===== config.mk =====
export PLATFORM = sky130hd
export DESIGN_NAME = logic_chunk_sequencer
export DESIGN_NICKNAME = d
export VERILOG_FILES = /design/src/rtl/logic_chunk_sequencer.sv
export SDC_FILE = /design/constraint.sdc
export NUM_CORES = 1
export LEC_CHECK = 0
export ABC_CLOCK_PERIOD_IN_PS = 4100
export CAP_MARGIN = 20
export CORE_MARGIN = 2
export CORE_UTILIZATION = 54
export CTS_CLUSTER_SIZE = 24
export DETAILED_ROUTE_END_ITERATION = 8
export MAX_ROUTING_LAYER = met4
export PLACE_DENSITY = 0.84
export SKIP_LAST_GASP = 1
export SLEW_MARGIN = 15
export SYNTH_ARGS = -nofsm -noshare
export SYNTH_HDL_FRONTEND = slang
export SYNTH_SLANG_ARGS = --single-unit

===== constraint.sdc =====
create_clock -name clk -period 4.1 [get_ports clk]
set_input_delay 0.82 -clock clk [delete_from_list [all_inputs] [get_ports clk]]
set_output_delay 0.82 -clock clk [all_outputs]
set_load 0.03 [all_outputs]

===== src/rtl/logic_chunk_sequencer.sv =====
// logic_chunk_sequencer
//   Multi-cycle controller that applies a W-bit bitwise operation (NOT/AND/OR/XOR)
//   through an N-bit slice, one chunk per clock, low chunk first.
//   Handshake: start (accepted in IDLE only) -> busy through RUN and DONE,
//   done pulses for one cycle. result is held until the next accepted start.
//
// Ports:
//   clk     in   system clock, rising edge
//   reset   in   synchronous active-high reset
//   start   in   request, accepted only in IDLE
//   op      in   2'b00 NOT a, 2'b01 a AND b, 2'b10 a OR b, 2'b11 a XOR b
//   a, b    in   W-bit operands, sampled on accepted start
//   busy    out  high in RUN and DONE
//   done    out  one-cycle pulse in DONE
//   result  out  registered W-bit result
//   zero    out  (LOGIC_SEQ_FLAGS_EN only) result == 0, updated on final chunk
//   parity  out  (LOGIC_SEQ_FLAGS_EN only) XOR-reduction of result, updated on final chunk
//
// Optional feature macro: LOGIC_SEQ_FLAGS_EN

module logic_chunk_sequencer #(
    parameter int unsigned W = 16,
    parameter int unsigned N = 4
) (
    input  logic         clk,
    input  logic         reset,
    input  logic         start,
    input  logic [1:0]   op,
    input  logic [W-1:0] a,
    input  logic [W-1:0] b,
    output logic         busy,
    output logic         done,
`ifdef LOGIC_SEQ_FLAGS_EN
    output logic         zero,
    output logic         parity,
`endif
    output logic [W-1:0] result
);

    localparam int unsigned Chunks = W / N;
    // Keep the index at least one bit wide so W == N still elaborates.
    localparam int unsigned IdxW   = (Chunks > 1) ? $clog2(Chunks) : 1;
    localparam logic [IdxW-1:0] LastIdx = IdxW'(Chunks - 1);

    localparam logic [1:0] StIdle = 2'd0;
    localparam logic [1:0] StRun  = 2'd1;
    localparam logic [1:0] StDone = 2'd2;

    logic [1:0]      state_q, state_d;
    logic [IdxW-1:0] idx_q, idx_d;
    logic [W-1:0]    a_q, a_d;
    logic [W-1:0]    b_q, b_d;
    logic [1:0]      op_q, op_d;
    logic [W-1:0]    result_q, result_d;
    logic [N-1:0]    a_chunk, b_chunk, res_chunk;
    logic            last_chunk;

    // Bitwise slice: the only datapath, shared across all chunks.
    always_comb begin
        a_chunk = a_q[idx_q*N +: N];
        b_chunk = b_q[idx_q*N +: N];
        unique case (op_q)
            2'b00:   res_chunk = ~a_chunk;
            2'b01:   res_chunk = a_chunk & b_chunk;
            2'b10:   res_chunk = a_chunk | b_chunk;
            default: res_chunk = a_chunk ^ b_chunk;
        endcase
    end

    always_comb begin
        state_d    = state_q;
        idx_d      = idx_q;
        a_d        = a_q;
        b_d        = b_q;
        op_d       = op_q;
        result_d   = result_q;
        last_chunk = 1'b0;
        case (state_q)
            StIdle: begin
                if (start) begin
                    a_d      = a;
                    b_d      = b;
                    op_d     = op;
                    result_d = '0;
                    idx_d    = '0;
                    state_d  = StRun;
                end
            end
            StRun: begin
                result_d[idx_q*N +: N] = res_chunk;
                if (idx_q == LastIdx) begin
                    last_chunk = 1'b1;
                    state_d    = StDone;
                end else begin
                    idx_d = idx_q + 1'b1;
                end
            end
            StDone: begin
                state_d = StIdle;
            end
            default: begin
                state_d = StIdle;
            end
        endcase
    end

    always_ff @(posedge clk) begin
        if (reset) begin
            state_q  <= StIdle;
            idx_q    <= '0;
            a_q      <= '0;
            b_q      <= '0;
            op_q     <= '0;
            result_q <= '0;
        end else begin
            state_q  <= state_d;
            idx_q    <= idx_d;
            a_q      <= a_d;
            b_q      <= b_d;
            op_q     <= op_d;
            result_q <= result_d;
        end
    end

    assign busy   = (state_q == StRun) || (state_q == StDone);
    assign done   = (state_q == StDone);
    assign result = result_q;

`ifdef LOGIC_SEQ_FLAGS_EN
    logic zero_q, zero_d;
    logic parity_q, parity_d;

    // Flags are computed over the complete next-state result, so they see the
    // final chunk in the same edge that writes it.
    always_comb begin
        zero_d   = zero_q;
        parity_d = parity_q;
        if (last_chunk) begin
            zero_d   = ~|result_d;
            parity_d = ^result_d;
        end
    end

    always_ff @(posedge clk) begin
        if (reset) begin
            zero_q   <= 1'b0;
            parity_q <= 1'b0;
        end else begin
            zero_q   <= zero_d;
            parity_q <= parity_d;
        end
    end

    assign zero   = zero_q;
    assign parity = parity_q;
`else
    logic unused_last_chunk;
    assign unused_last_chunk = last_chunk;
`endif

endmodule


# Word-level counts from Yosys, hierarchy flattened
# Index checks and enable logic that the tools add are counted.
dict set report classes {
  div_mod_pow 0
  n_addsub 2
  magnitude_cmp 0
  bitwise 4
  shift 4
  reduce_logical 8
  n_mul 0
  mux 10
  eq_ne 8
}
# cell count
set ops {}
lappend ops {{4-bit negation with 34-bit output} 1}
lappend ops {{4-bit by 34-bit variable shift with 16-bit output, first input constant} 1}
lappend ops {{4-bit by 34-bit variable part select with 16-bit output} 1}
lappend ops {{16-bit case mux with 2 select lines} 1}
lappend ops {{16-bit by 5-bit variable part select with 4-bit output} 2}
lappend ops {{16-bit bitwise mux} 1}
lappend ops {{16-bit 2-to-1 mux} 1}
lappend ops {{4-bit case mux with 3 select lines} 1}
lappend ops {{2-bit 2-to-1 mux} 4}
lappend ops {{2-bit case mux with 2 select lines} 2}
lappend ops {{2-bit == test, second input constant} 3}
lappend ops {{2-bit inequality test, second input constant} 3}
lappend ops {{2-bit AND reduction} 3}
lappend ops {{4-bit bitwise AND} 1}
lappend ops {{2-bit by 1-bit == test with 1-bit output, second input constant} 2}
lappend ops {{2-bit zero test} 2}
lappend ops {{4-bit NOT} 1}
lappend ops {{4-bit bitwise OR} 1}
lappend ops {{4-bit bitwise XOR} 1}
lappend ops {{3-bit AND reduction} 1}
lappend ops {{2-bit by 1-bit adder with 2-bit output, second input constant} 1}
lappend ops {{2-bit nonzero test} 1}
lappend ops {{1-bit logical OR} 1}
dict set report totals {
  rom_bits 0
  latchBits 0
  output_inout_bits 18
  inputBits 37
  memories 0
  mem_bits_rw 0
  register_bits 54
}

# Logic depth before layout (Yosys ltp)
dict set report depth {
  depth_word 6
  depth_mapped 9
  ltp_nobuf 7
}

# Worst setup path after synthesis
# No wires, ideal clock.
dict set report synth_path {
  path_kind {register to register}
  start {register idx_q[0]}
  end {register result_q[14] (netlist: result[14])}
  t_arrival_ns 2.190
  slack_ns 1.839
  period_less_slack_ns 2.261
  setup_time_ns 0.070
  stages_incl_launch_ff 10
  cell_sequence {dfxtp_1 -> buf_6 -> buf_2 -> mux4_2 -> inv_1 -> ha_1 -> inv_1 -> mux4_2 -> nand2b_1 -> a21oi_1}
}
dict set report synth_via {
  elab_chain_cells 6
  elab_cells_between_ends 12
  cone_classes {add/sub (1); shift (4); mux (3); bitwise (4)}
}
# item line_no
set synth_rtl {}
lappend synth_rtl {{from (decl)} 50} ;# logic [IdxW-1:0] idx_q, idx_d;
lappend synth_rtl {{from (signal assigned)} 117} ;# idx_q <= idx_d;
lappend synth_rtl {{16-bit by 5-bit variable part select with 4-bit output (on tied branches)} {60, 61}}
lappend synth_rtl {{4-bit bitwise XOR, or another cell as far along} 66} ;# default: res_chunk = a_chunk ^ b_chunk;
lappend synth_rtl {{4-bit case mux with 3 select lines} 62} ;# unique case (op_q)
lappend synth_rtl {{4-bit by 34-bit variable part select with 16-bit output} 90} ;# result_d[idx_q*N +: N] = res_chunk;
lappend synth_rtl {{16-bit bitwise mux *} 90}
lappend synth_rtl {{16-bit case mux with 2 select lines *} 78} ;# case (state_q)
lappend synth_rtl {{to (signal assigned)} 121} ;# result_q <= result_d;
lappend synth_rtl {{to (decl)} 54} ;# logic [W-1:0] result_q, result_d;
# Every way passes the cells marked *; elsewhere a longest branch is shown, timed or not.
# A chain may end at the register's enable or synchronous reset.

# Worst setup path after layout
dict set report layout_path {
  start {register idx_q[0]}
  end {register result_q[15] (netlist: result[15])}
}
# The elaborated chain is that of the path after synthesis.

==> impl_metrics.json <==
{
  "yosysSeqAreaShare_pct": 42.4,
  "period_needed_ns": 2.67,
  "cts_made_buffers": 5,
  "antenna_found_initial": 0,
  "crit_end": "result[15]",
  "r2r_cells": 7,
  "gr-total-overflow": 0,
  "area_delta_synth_final_pct": 25.3,
  "clockBufferDepth": 2,
  "drc_errors": 0,
  "wl_per_cell_um": 13.8,
  "clock_skew_ns": 0.0120,
  "top_usage_layer": "met2",
  "rsz0062_at_grt": "no",
  "fill_cells": 353,
  "tns_ns": 0,
  "status": "complete, no violations",
  "ctsHtreeMaxLevel": 2,
  "synth_seq_cells": 54,
  "syn-num-nets": 346,
  "finalHoldViolations": 0,
  "gr-usage-met1_pct": 29.1,
  "drv_slew": 0,
  "cts-root-buf": "clkbuf_8",
  "layout-drive-gt1-share_pct": 7.96,
  "arrival_ns": 2.91,
  "grt.total_usage_pct": 23.1,
  "crit_path_start_kind": "flop",
  "max_freq_ghz": 0.375,
  "synth-async-reset-ratio_pct": 0,
  "r2r_start": "idx_q[0]",
  "grt_use_met3_pct": 5.25,
  "netlist.area_leader.share_pct": 42.4,
  "final-seq-area_um2": 1080,
  "cts_setup_buffers": 0,
  "gp_congestion": 0.813,
  "cp_data_required_time_ns": 4.34,
  "via_per_inst": 5.41,
  "end_kind": "flop",
  "hp-class": "flop to flop",
  "finalSetupViolations": 0,
  "ys.flop_type": "dfxtp_1",
  "grtUsageMet2_pct": 37.4,
  "vias": 2116,
  "cts.clk_slew.worst_paths_ns": 0.10,
  "core_area_um2": 4440,
  "crit_fanout": 16,
  "grt_max_degree": 55,
  "total_power_mw": 1.14,
  "power_density_nw_per_um2": 359,
  "die_height_um": 72.7,
  "slew_headroom_pct": 28.9,
  "io_buffers": 54,
  "ant_nets": 0,
  "worst_pin_slew_ns": 1.06,
  "clock-sinks": 54,
  "die_area_um2": 5280,
  "synth.largest_area_cell": "dfxtp_1",
  "cap_violations": 0,
  "fin_crit_sh_pct": 65.1,
  "rrSetupSlack_ns": 1.43,
  "hpwlAfterDp_um": 3930,
  "netlist_instances": 294,
  "synth_cell_types": 26,
  "r2r_end": "result[15]",
  "cp-startpoint": "idx_q[0]",
  "synth_edf_count": 0,
  "synth_warnings": 0,
  "peakVddDrop_mv": 0.237,
  "start_util_pct": 57.3,
  "hold_buffers": 0,
  "cts_resized": 0,
  "n_antenna_cell": 0,
  "cts_tree": "done",
  "wirelength_um": 5380,
  "synth_area_leaders": "dfxtp_1 42%, nand2_1 12%, mux4_2 11%, a21oi_1 8.4%, ha_1 7.4%",
  "fin_nets": 390,
  "multiInputGateArea_um2": 1310,
  "insertion_delay_ns": 0.32,
  "syn_area_um2": 2550,
  "drtIter0Drc": 136,
  "synth.avg_cell_area_um2": 8.66,
  "drt_pass1_iterations": 4,
  "row_count": 24,
  "leakage_nw": 1.21,
  "grt_pass1_vias": 2011,
  "worstSetupPathType": "flop to flop",
  "grt_pass1_wl_um": 9190,
  "die_w_um": 72.7,
  "io_pins": 55,
  "hold_start": "a_q[15]"
}
## synthesized netlist by cell type (all sizes together), types with 2 or more instances
master,instances
mux2,2
nand2b,7
clkbuf,16
a211oi,2
o21ai,2
a2bb2oi,12
nand4,2
ha,15
nor2b,2
a21oi,43
buf,2
inv,22
dfxtp,54
nor2,14
mux4,12
nand2,79
## flip-flops by register name (all words and copies together) (netlist names)
register	cells
idx_q	2
op_q	2
a_q	16
result	16
state_q	2
b_q	16
## cell families (layout without fill, tap and decap cells)
family / Yosys count / after routing / synth area share (%)
and+or+nand+nor: 109 / 109 / 17.9
muxes: 14 / 14 / 11.5
buffers and inverters: 40 / 85 / 6.24
DFF: 54 / 54 / 42.4
AOI/OAI and AO/OA: 62 / 62 / 14.5
adders and majority gates: 15 / 15 / 7.37
## area by class of cell
type	count	share of cell area, %
Multi-Input combinational cell	200	41.0
Sequential cell	54	33.9
Timing Repair Buffer	55	17.0
Inverter	22	2.59
Clock buffer	5	2.16
Tap cell	52	2.04
Clock inverter	3	1.37
## cell usage in the layout, fill, tap and decap left out, drive strengths merged, types with 2 or more instances in the layout
master	synthesis	routed
a211oi	2	2
mux2	2	2
a21oi	43	43
a2bb2oi	12	12
nand4	2	2
clkbuf	16	5
nor2	14	14
buf	2	2
o21ai	2	2
nand2	79	79
ha	15	15
inv	22	23
nand2b	7	7
nor2b	2	2
clkdlybuf4s50	0	53
dfxtp	54	54
mux4	12	12
## metrics by stage
stage	area, um2	util (%)	hold WS [ns]	setup slack, ns	instances
CTS	3190	71.8	0.460	1.39	391
finish	3190	71.8	0.458	1.43	391
floorplan	2550	-	0.433	1.84	294
global route	3190	71.8	0.479	1.20	391
detailed placement	3080	69.3	0.446	1.43	383
global placement	3080	69.3	0.440	1.49	383
## how the worst min path moves through the flow
| stage | to | depth (start not counted) | slack, ns |
|---|---|---|---|
| after floorplan | a_q[10] | 2 | 0.43 |
| after detailed placement | a_q[15] | 2 | 0.45 |
| after CTS | a_q[15] | 2 | 0.46 |
| final | a_q[15] | 2 | 0.46 |
| after global placement | b_q[11] | 2 | 0.44 |
| after global routing | a_q[10] | 2 | 0.48 |
## metal layers
layer | up-vias | wire [um]
li1 | 1068 | -
met1 | 973 | 2380
met2 | 65 | 2660
met3 | 10 | 267
met4 | 0 | 76
met5 | - | 0
## critical path: stages, from the launching register on
cell	delay, ns
dfxtp_1	0.83
mux4_2	0.65
inv_1	0.09
ha_1	0.14
inv_1	0.04
mux4_2	0.51
nand2b_1	0.17
a21oi_1	0.17
## power by group
group	leakage [nW]	switching (mW)	total (mW)	internal, mW
logic	0.712	0.103	0.210	0.107
clock network	0.0585	0.178	0.361	0.183
registers	0.441	0.0224	0.574	0.551
total	1.21	0.304	1.14	0.841
Power figures use the tool's default switching activity.
